<file path="config.mk">
export PLATFORM = sky130hd
export DESIGN_NAME = frame_buffer_reader
export DESIGN_NICKNAME = d
export VERILOG_FILES = /design/src/rtl/cam_pkg.sv /design/src/rtl/fb_word_unpack.sv /design/src/rtl/frame_buffer_reader.sv
export SDC_FILE = /design/constraint.sdc
export NUM_CORES = 1
export LEC_CHECK = 0
export ABC_CLOCK_PERIOD_IN_PS = 3900
export CAP_MARGIN = 20
export CORE_MARGIN = 3
export CORE_UTILIZATION = 55
export DETAILED_ROUTE_END_ITERATION = 7
export PLACE_DENSITY = 0.95
export SLEW_MARGIN = 20
export SYNTH_ARGS = -nofsm -noshare
export SYNTH_HDL_FRONTEND = slang
export SYNTH_SLANG_ARGS = --single-unit
</file>
<file path="constraint.sdc">
create_clock -name clk -period 3.9 [get_ports clk]
set_clock_uncertainty 0.2 [all_clocks]
set_input_delay 0.78 -clock clk [delete_from_list [all_inputs] [get_ports clk]]
set_output_delay 0.78 -clock clk [all_outputs]
set_load 0.01 [all_outputs]
</file>
<file path="src/rtl/cam_pkg.sv">
// Shared types and constants for the camera frame-buffer readers.
// Plane tags, default Y-plane geometry and the packed memory word layout.
package cam_pkg;

    typedef enum logic [1:0] {
        PLANE_Y = 2'b00,
        PLANE_U = 2'b01,
        PLANE_V = 2'b10
    } plane_t;

    localparam int H_RES_DEF = 640;
    localparam int V_RES_DEF = 480;
    localparam int WORD_W    = 40;
    localparam int SAMPLE_W  = 8;

    // Number of words in one 4:2:0 chroma plane for the given geometry.
    function automatic logic [15:0] chroma_words(input int h_res, input int v_res, input int spw);
        return 16'(((h_res / 2) * (v_res / 2)) / spw);
    endfunction

    localparam logic [15:0] U_BASE = 16'd0;
    localparam logic [15:0] V_BASE = U_BASE + chroma_words(H_RES_DEF, V_RES_DEF, 5);

endpackage

</file>
<file path="src/rtl/fb_word_unpack.sv">
// Holds one fetched memory word and steps through its packed samples,
// flagging the final sample so the reader knows when to fetch again.
module fb_word_unpack
    import cam_pkg::*;
#(
    parameter int SPW = 5
) (
    input  logic                clk,
    input  logic                reset_n,
    input  logic                load,
    input  logic                advance,
    input  logic [WORD_W-1:0]   word,
    output logic [SAMPLE_W-1:0] sample,
    output logic                last
);

    localparam int IDX_W = (SPW > 1) ? $clog2(SPW) : 1;
    localparam logic [IDX_W-1:0] IDX_LAST = IDX_W'(SPW - 1);

    logic [WORD_W-1:0]   word_reg;
    logic [IDX_W-1:0]    idx_reg;
    logic [SAMPLE_W-1:0] lanes [SPW];

    generate
        for (genvar gi = 0; gi < SPW; gi++) begin : g_lane
            assign lanes[gi] = word_reg[gi*SAMPLE_W +: SAMPLE_W];
        end
    endgenerate

    assign sample = lanes[idx_reg];
    assign last   = (idx_reg == IDX_LAST);

    always_ff @(posedge clk or negedge reset_n) begin
        if (!reset_n) begin
            word_reg <= '0;
            idx_reg  <= '0;
        end else if (load) begin
            word_reg <= word;
            idx_reg  <= '0;
        end else if (advance) begin
            idx_reg  <= last ? '0 : idx_reg + 1'b1;
        end
    end

endmodule

</file>
<file path="src/rtl/frame_buffer_reader.sv">
// Reads one full YUV 4:2:0 frame from packed frame-buffer memory, one word at a
// time, and streams the samples out tagged with plane, row and column.
module frame_buffer_reader
    import cam_pkg::*;
#(
    parameter int H_RES = H_RES_DEF,
    parameter int V_RES = V_RES_DEF,
    parameter int SPW   = 5
) (
    input  logic                clk,
    input  logic                reset_n,
    input  logic                start,
    output logic                busy,
    output logic                done,
    output logic                rd_req,
    output logic                rd_buf,
    output logic [15:0]         rd_addr,
    input  logic                rd_ack,
    input  logic                rd_valid,
    input  logic [WORD_W-1:0]   rd_data,
    output logic                pix_valid,
    input  logic                pix_ready,
    output logic [SAMPLE_W-1:0] pix_data,
    output logic [1:0]          pix_plane,
    output logic [9:0]          pix_row,
    output logic [9:0]          pix_col,
    output logic                pix_last
);

    localparam logic [2:0] ST_IDLE = 3'd0;
    localparam logic [2:0] ST_REQ  = 3'd1;
    localparam logic [2:0] ST_WAIT = 3'd2;
    localparam logic [2:0] ST_EMIT = 3'd3;
    localparam logic [2:0] ST_DONE = 3'd4;

    localparam logic [9:0] Y_COL_LAST = 10'(H_RES - 1);
    localparam logic [9:0] Y_ROW_LAST = 10'(V_RES - 1);
    localparam logic [9:0] C_COL_LAST = 10'(H_RES / 2 - 1);
    localparam logic [9:0] C_ROW_LAST = 10'(V_RES / 2 - 1);

    // The V plane sits directly after the U plane in the chroma buffer.
    localparam logic [15:0] V_BASE_ADDR =
        (H_RES == H_RES_DEF && V_RES == V_RES_DEF && SPW == 5) ? V_BASE
                                                               : U_BASE + chroma_words(H_RES, V_RES, SPW);

    logic [2:0]  state_reg;
    plane_t      plane_reg;
    logic [9:0]  row_reg;
    logic [9:0]  col_reg;
    logic [15:0] addr_reg;
    logic        buf_reg;

    logic [9:0]  col_last;
    logic [9:0]  row_last;
    logic        at_col_end;
    logic        at_row_end;
    logic        final_sample;
    logic        handshake;
    logic        word_load;
    logic        word_last;

    assign handshake = (state_reg == ST_EMIT) && pix_ready;
    assign word_load = (state_reg == ST_WAIT) && rd_valid;

    fb_word_unpack #(
        .SPW(SPW)
    ) u_unpack (
        .clk    (clk),
        .reset_n(reset_n),
        .load   (word_load),
        .advance(handshake),
        .word   (rd_data),
        .sample (pix_data),
        .last   (word_last)
    );

    always_comb begin
        col_last     = (plane_reg == PLANE_Y) ? Y_COL_LAST : C_COL_LAST;
        row_last     = (plane_reg == PLANE_Y) ? Y_ROW_LAST : C_ROW_LAST;
        at_col_end   = (col_reg == col_last);
        at_row_end   = (row_reg == row_last);
        final_sample = (plane_reg == PLANE_V) && at_col_end && at_row_end;
    end

    assign busy      = (state_reg == ST_REQ) || (state_reg == ST_WAIT) || (state_reg == ST_EMIT);
    assign done      = (state_reg == ST_DONE);
    assign rd_req    = (state_reg == ST_REQ);
    assign rd_buf    = buf_reg;
    assign rd_addr   = addr_reg;
    assign pix_valid = (state_reg == ST_EMIT);
    assign pix_plane = plane_reg;
    assign pix_row   = row_reg;
    assign pix_col   = col_reg;
    assign pix_last  = (state_reg == ST_EMIT) && final_sample && word_last;

    always_ff @(posedge clk or negedge reset_n) begin
        if (!reset_n) begin
            state_reg <= ST_IDLE;
            plane_reg <= PLANE_Y;
            row_reg   <= '0;
            col_reg   <= '0;
            addr_reg  <= '0;
            buf_reg   <= 1'b0;
        end else begin
            case (state_reg)
                ST_IDLE: begin
                    if (start) begin
                        state_reg <= ST_REQ;
                        plane_reg <= PLANE_Y;
                        row_reg   <= '0;
                        col_reg   <= '0;
                        addr_reg  <= '0;
                        buf_reg   <= 1'b0;
                    end
                end
                ST_REQ: begin
                    if (rd_ack) state_reg <= ST_WAIT;
                end
                ST_WAIT: begin
                    if (rd_valid) state_reg <= ST_EMIT;
                end
                ST_EMIT: begin
                    if (handshake) begin
                        if (at_col_end) begin
                            col_reg <= '0;
                            if (at_row_end) begin
                                row_reg   <= '0;
                                plane_reg <= (plane_reg == PLANE_Y) ? PLANE_U : PLANE_V;
                            end else begin
                                row_reg <= row_reg + 10'd1;
                            end
                        end else begin
                            col_reg <= col_reg + 10'd1;
                        end
                        // Plane sizes are word multiples, so a plane wrap always ends a word.
                        if (word_last) begin
                            if (final_sample) begin
                                state_reg <= ST_DONE;
                            end else begin
                                state_reg <= ST_REQ;
                                if (at_col_end && at_row_end) begin
                                    buf_reg  <= 1'b1;
                                    addr_reg <= (plane_reg == PLANE_Y) ? U_BASE : V_BASE_ADDR;
                                end else begin
                                    addr_reg <= addr_reg + 16'd1;
                                end
                            end
                        end
                    end
                end
                ST_DONE: begin
                    state_reg <= ST_IDLE;
                    plane_reg <= PLANE_Y;
                    row_reg   <= '0;
                    col_reg   <= '0;
                    addr_reg  <= '0;
                    buf_reg   <= 1'b0;
                end
                default: state_reg <= ST_IDLE;
            endcase
        end
    end

endmodule

</file>
==> flow_metrics.py <==
metrics = {
    "synth": {
        "synthSimpleGateAreaFrac_pct": 19.04,
        "syn-cell-area_um2": 4456,
        "ys_seq_area_share_pct": 47.74,
        "synth_enable_flop_cells": 0,
        "synthesized_area_fraction_occupied_by_adder_cells_pct": 1.404,
        "ys_ff_latch": 85,
        "synth_async_sr_flop_share_pct": 100.0,
        "synth_compound_area_share_pct": 11.51,
        "synth.area.mux_share_pct": 14.21,
        "synthesis.area_per_instance_um2": 10.79,
        "synthDistinctLibCells": 65,
        "syn_nets": 464,
        "synth_top_family_by_area": "simple AND/OR/NAND/NOR gates",
        "ys_dominant_reg_cell": "dfrtp_1",
        "ys.warnings.count": 0,
        "netlist_instances": 413,
        "synth_xor_area_share_pct": 2.555,
    },
    "route": {
        "totalWireLength_um": 10950,
        "drt_first_pass_iters": 5,
        "initialDrtViolationCount": 242,
        "via_per_inst": 5.872,
        "vias": 3588,
        "antenna_violating_nets_left": 0,
        "route.detailed.wl_per_inst_um": 17.92,
        "route.detailed.drc": 0,
    },
    "critical_path": {
        "cp_max_fo": 12,
        "critical_path.top_delay_family": "buffers and inverters",
        "timing.critical_path.arrival_ps": 2370,
        "r2r_slack_ps": 1290,
        "cp-start-kind": "flip-flop",
        "worstPathCellList": "inv_1 > ha_1 > and2_1 > nand2_1 > nor2_1 > clkdlybuf4s50_1",
        "rr_endpoint": "pix_row[9]",
        "cp_num_buf_inv": 2,
        "worst-r2r-cell-count": 7,
        "critical_path_required_ps": 2920,
        "critical_path_s_largest_stage_delay_ps": 570,
        "crit_cells": 6,
        "cpMaxStageDelayCell": "clkdlybuf4s50_1",
        "timing.rr.start": "pix_col[0]",
        "worstSetupPathType": "reg -> out",
        "critical_path.endpoint_type": "output pin",
    },
    "floorplanning": {
        "num_rows": 32,
        "dieArea_um2": 9217,
        "floorplan_die_width_um": 96.01,
        "initial_utilization_pct": 57.07,
        "top_level_ports": 98,
        "fp.dieH_um": 96.01,
        "coreArea_um2": 7807,
    },
    "pwr": {
        "ir_drop_uv": 292.5,
        "p_per_area_nw_per_um2": 642.7,
        "p_total_w": 0.003649,
        "p_leak_nw": 2.243,
    },
    "timing": {
        "timing.slew.headroom_pct": 28.82,
        "timing.final.hold_violations": 0,
        "fin_crit_ps": 3351,
        "final.period_utilization_pct": 85.93,
        "finalSetupViolCount": 0,
        "fmax_ghz": 0.2984,
        "grt_setup_unrepaired": "no",
        "number_of_slew_limit_violations_in_the_final_report": 0,
        "hold-worst-slack_ps": 285.3,
        "finalSetupTns_ps": 0,
        "final_critical_path_setup_slack_ps": 548.6,
        "worst-slew-pin-transition_ps": 1068,
    },
    "clock_tree": {
        "clock_tree.root_cell": "clkbuf_8",
        "clk_transition_reported_paths_ps": 90,
        "tritoncts_clock_tree": "built",
        "numCtsBuffers": 9,
        "post_cts_repair_setup_buffers": 0,
        "post_cts_hold_buffer_count": 0,
        "clock_sinks": 85,
        "clock_insertion_delay_worst_skew_ps": 350,
        "cts_buffer_depth": 2,
        "postCtsResizedCells": 0,
        "htreeDepth": 3,
    },
    "flow_run": {
        "max-cap-violations": 0,
    },
    "global_routing": {
        "gr-total-overflow": 0,
        "groute.usage.overall_pct": 24.44,
        "grt_pass1_vias": 3562,
        "grt_max_degree": 86,
        "grt_pass1_wl_um": 17390,
        "grt_antenna_before_repair": 0,
    },
    "placed_design": {
        "io_buffers": 97,
        "inst_count_dp": 595,
        "detailedPlace.worstSlack_ps": 955.5,
        "routability_cong": 0.8403,
        "dp_hpwl_um": 7722,
    },
    "final_layout": {
        "p_r_area_growth_vs_syn_pct": 27.44,
        "number_of_flip_flops_under_the_largest_register_name": 40,
        "antennaDiodeCount": 0,
        "finish.cell_count_without_fillers": 611,
        "drive_above_1_share_pct": 17.88,
        "layout.nets": 555,
    },
    "run_status": {
        "status": "finished, final reports clean",
    },
    "worst_hold_path": {
        "type_of_the_tightest_min_delay_check": "in -> async",
    },
}
[report_power, final]
group	switching, W	internal, W
combinational	0.000756	0.000791
sequential	0.000274	0.00118
clock	0.000321	0.000331
[cells in the final DEF (no fill, tap or decap), types with 7 or more instances in the layout]
master / n
mux2i_1: 16
o21ai_0: 15
clkbuf_8: 11
nor3_1: 10
mux2_2: 41
xnor2_1: 11
clkdlybuf4s50_1: 96
inv_1: 9
a21oi_1: 24
nand2_1: 23
or3_1: 7
nand3_1: 16
nor2_1: 42
o22ai_1: 11
dfrtp_1: 85
[cells by family (layout without fill, tap and decap cells)]
family,count (synthesis),in the layout
xor gates and xnor gates,13,13
AOI/OAI and AO/OA,78,78
buffers and inverters,29,125
DFF,85,85
and+or+nand+nor,145,145
adders and majority gates,5,5
muxes,58,58
[per-layer routing]
metal  vias up  GRT usage [%]  routed length, µm
met2       113          40.20               5410
met3        21          4.613                542
li1       1675              -                  -
met4         0          8.886                238
met5         -              0                  0
met1      1779          32.15               4757
[cell type report]
class                   instances  area [µm²]
multi-input cells             299        2186
fillers                       560        2130
flip-flops and latches         85        2127
repair buffers                 99       987.2
clock buffers                  11       151.4
well taps                     102       127.6
clock inverters                 5       58.81
inverters                      10       40.04
[worst register-to-register path, cell delays in order, from the launching register on]
cell	delay [ps]
dfrtp_1	450
ha_1	260
nand2_1	220
nor3_4	80
a21oi_1	850
nor3_1	140
xnor2_1	230
nor2_1	60
[synth_stat cells (9+ instances only)]
| library cell | instances | area [µm²] |
|---|---|---|
| o21ai_0 | 15 | 75.07 |
| nand3_1 | 16 | 80.08 |
| inv_1 | 9 | 33.78 |
| xnor2_1 | 11 | 96.34 |
| o22ai_1 | 11 | 68.82 |
| nor3_1 | 10 | 50.05 |
| mux2_2 | 41 | 461.7 |
| nand2_1 | 23 | 86.33 |
| a21oi_1 | 24 | 120.1 |
| dfrtp_1 | 85 | 2127 |
| mux2i_1 | 16 | 160.2 |
| nor2_1 | 42 | 157.7 |
[how the worst max path moves through the flow]
stage / from / end / slack, ps
after floorplan: u_unpack.idx_reg[0] / pix_last / 1410
after global placement: pix_row[0] / pix_last / 980
after detailed placement: pix_row[0] / pix_last / 960
after CTS: pix_row[0] / pix_last / 560
after global routing: pix_col[1] / pix_last / 430
final: u_unpack.idx_reg[1] / pix_last / 550
[stage by stage]
| stage | instance area (µm²) | util (%) |
|---|---|---|
| CTS | 5674 | 72.68 |
| detailed placement | 5464 | 69.98 |
| global route | 5678 | 72.72 |
| finish | 5678 | 72.72 |
| global placement | 5464 | 69.98 |
| floorplan | 4456 | - |
No activity file was read; power rests on OpenSTA's default activity.
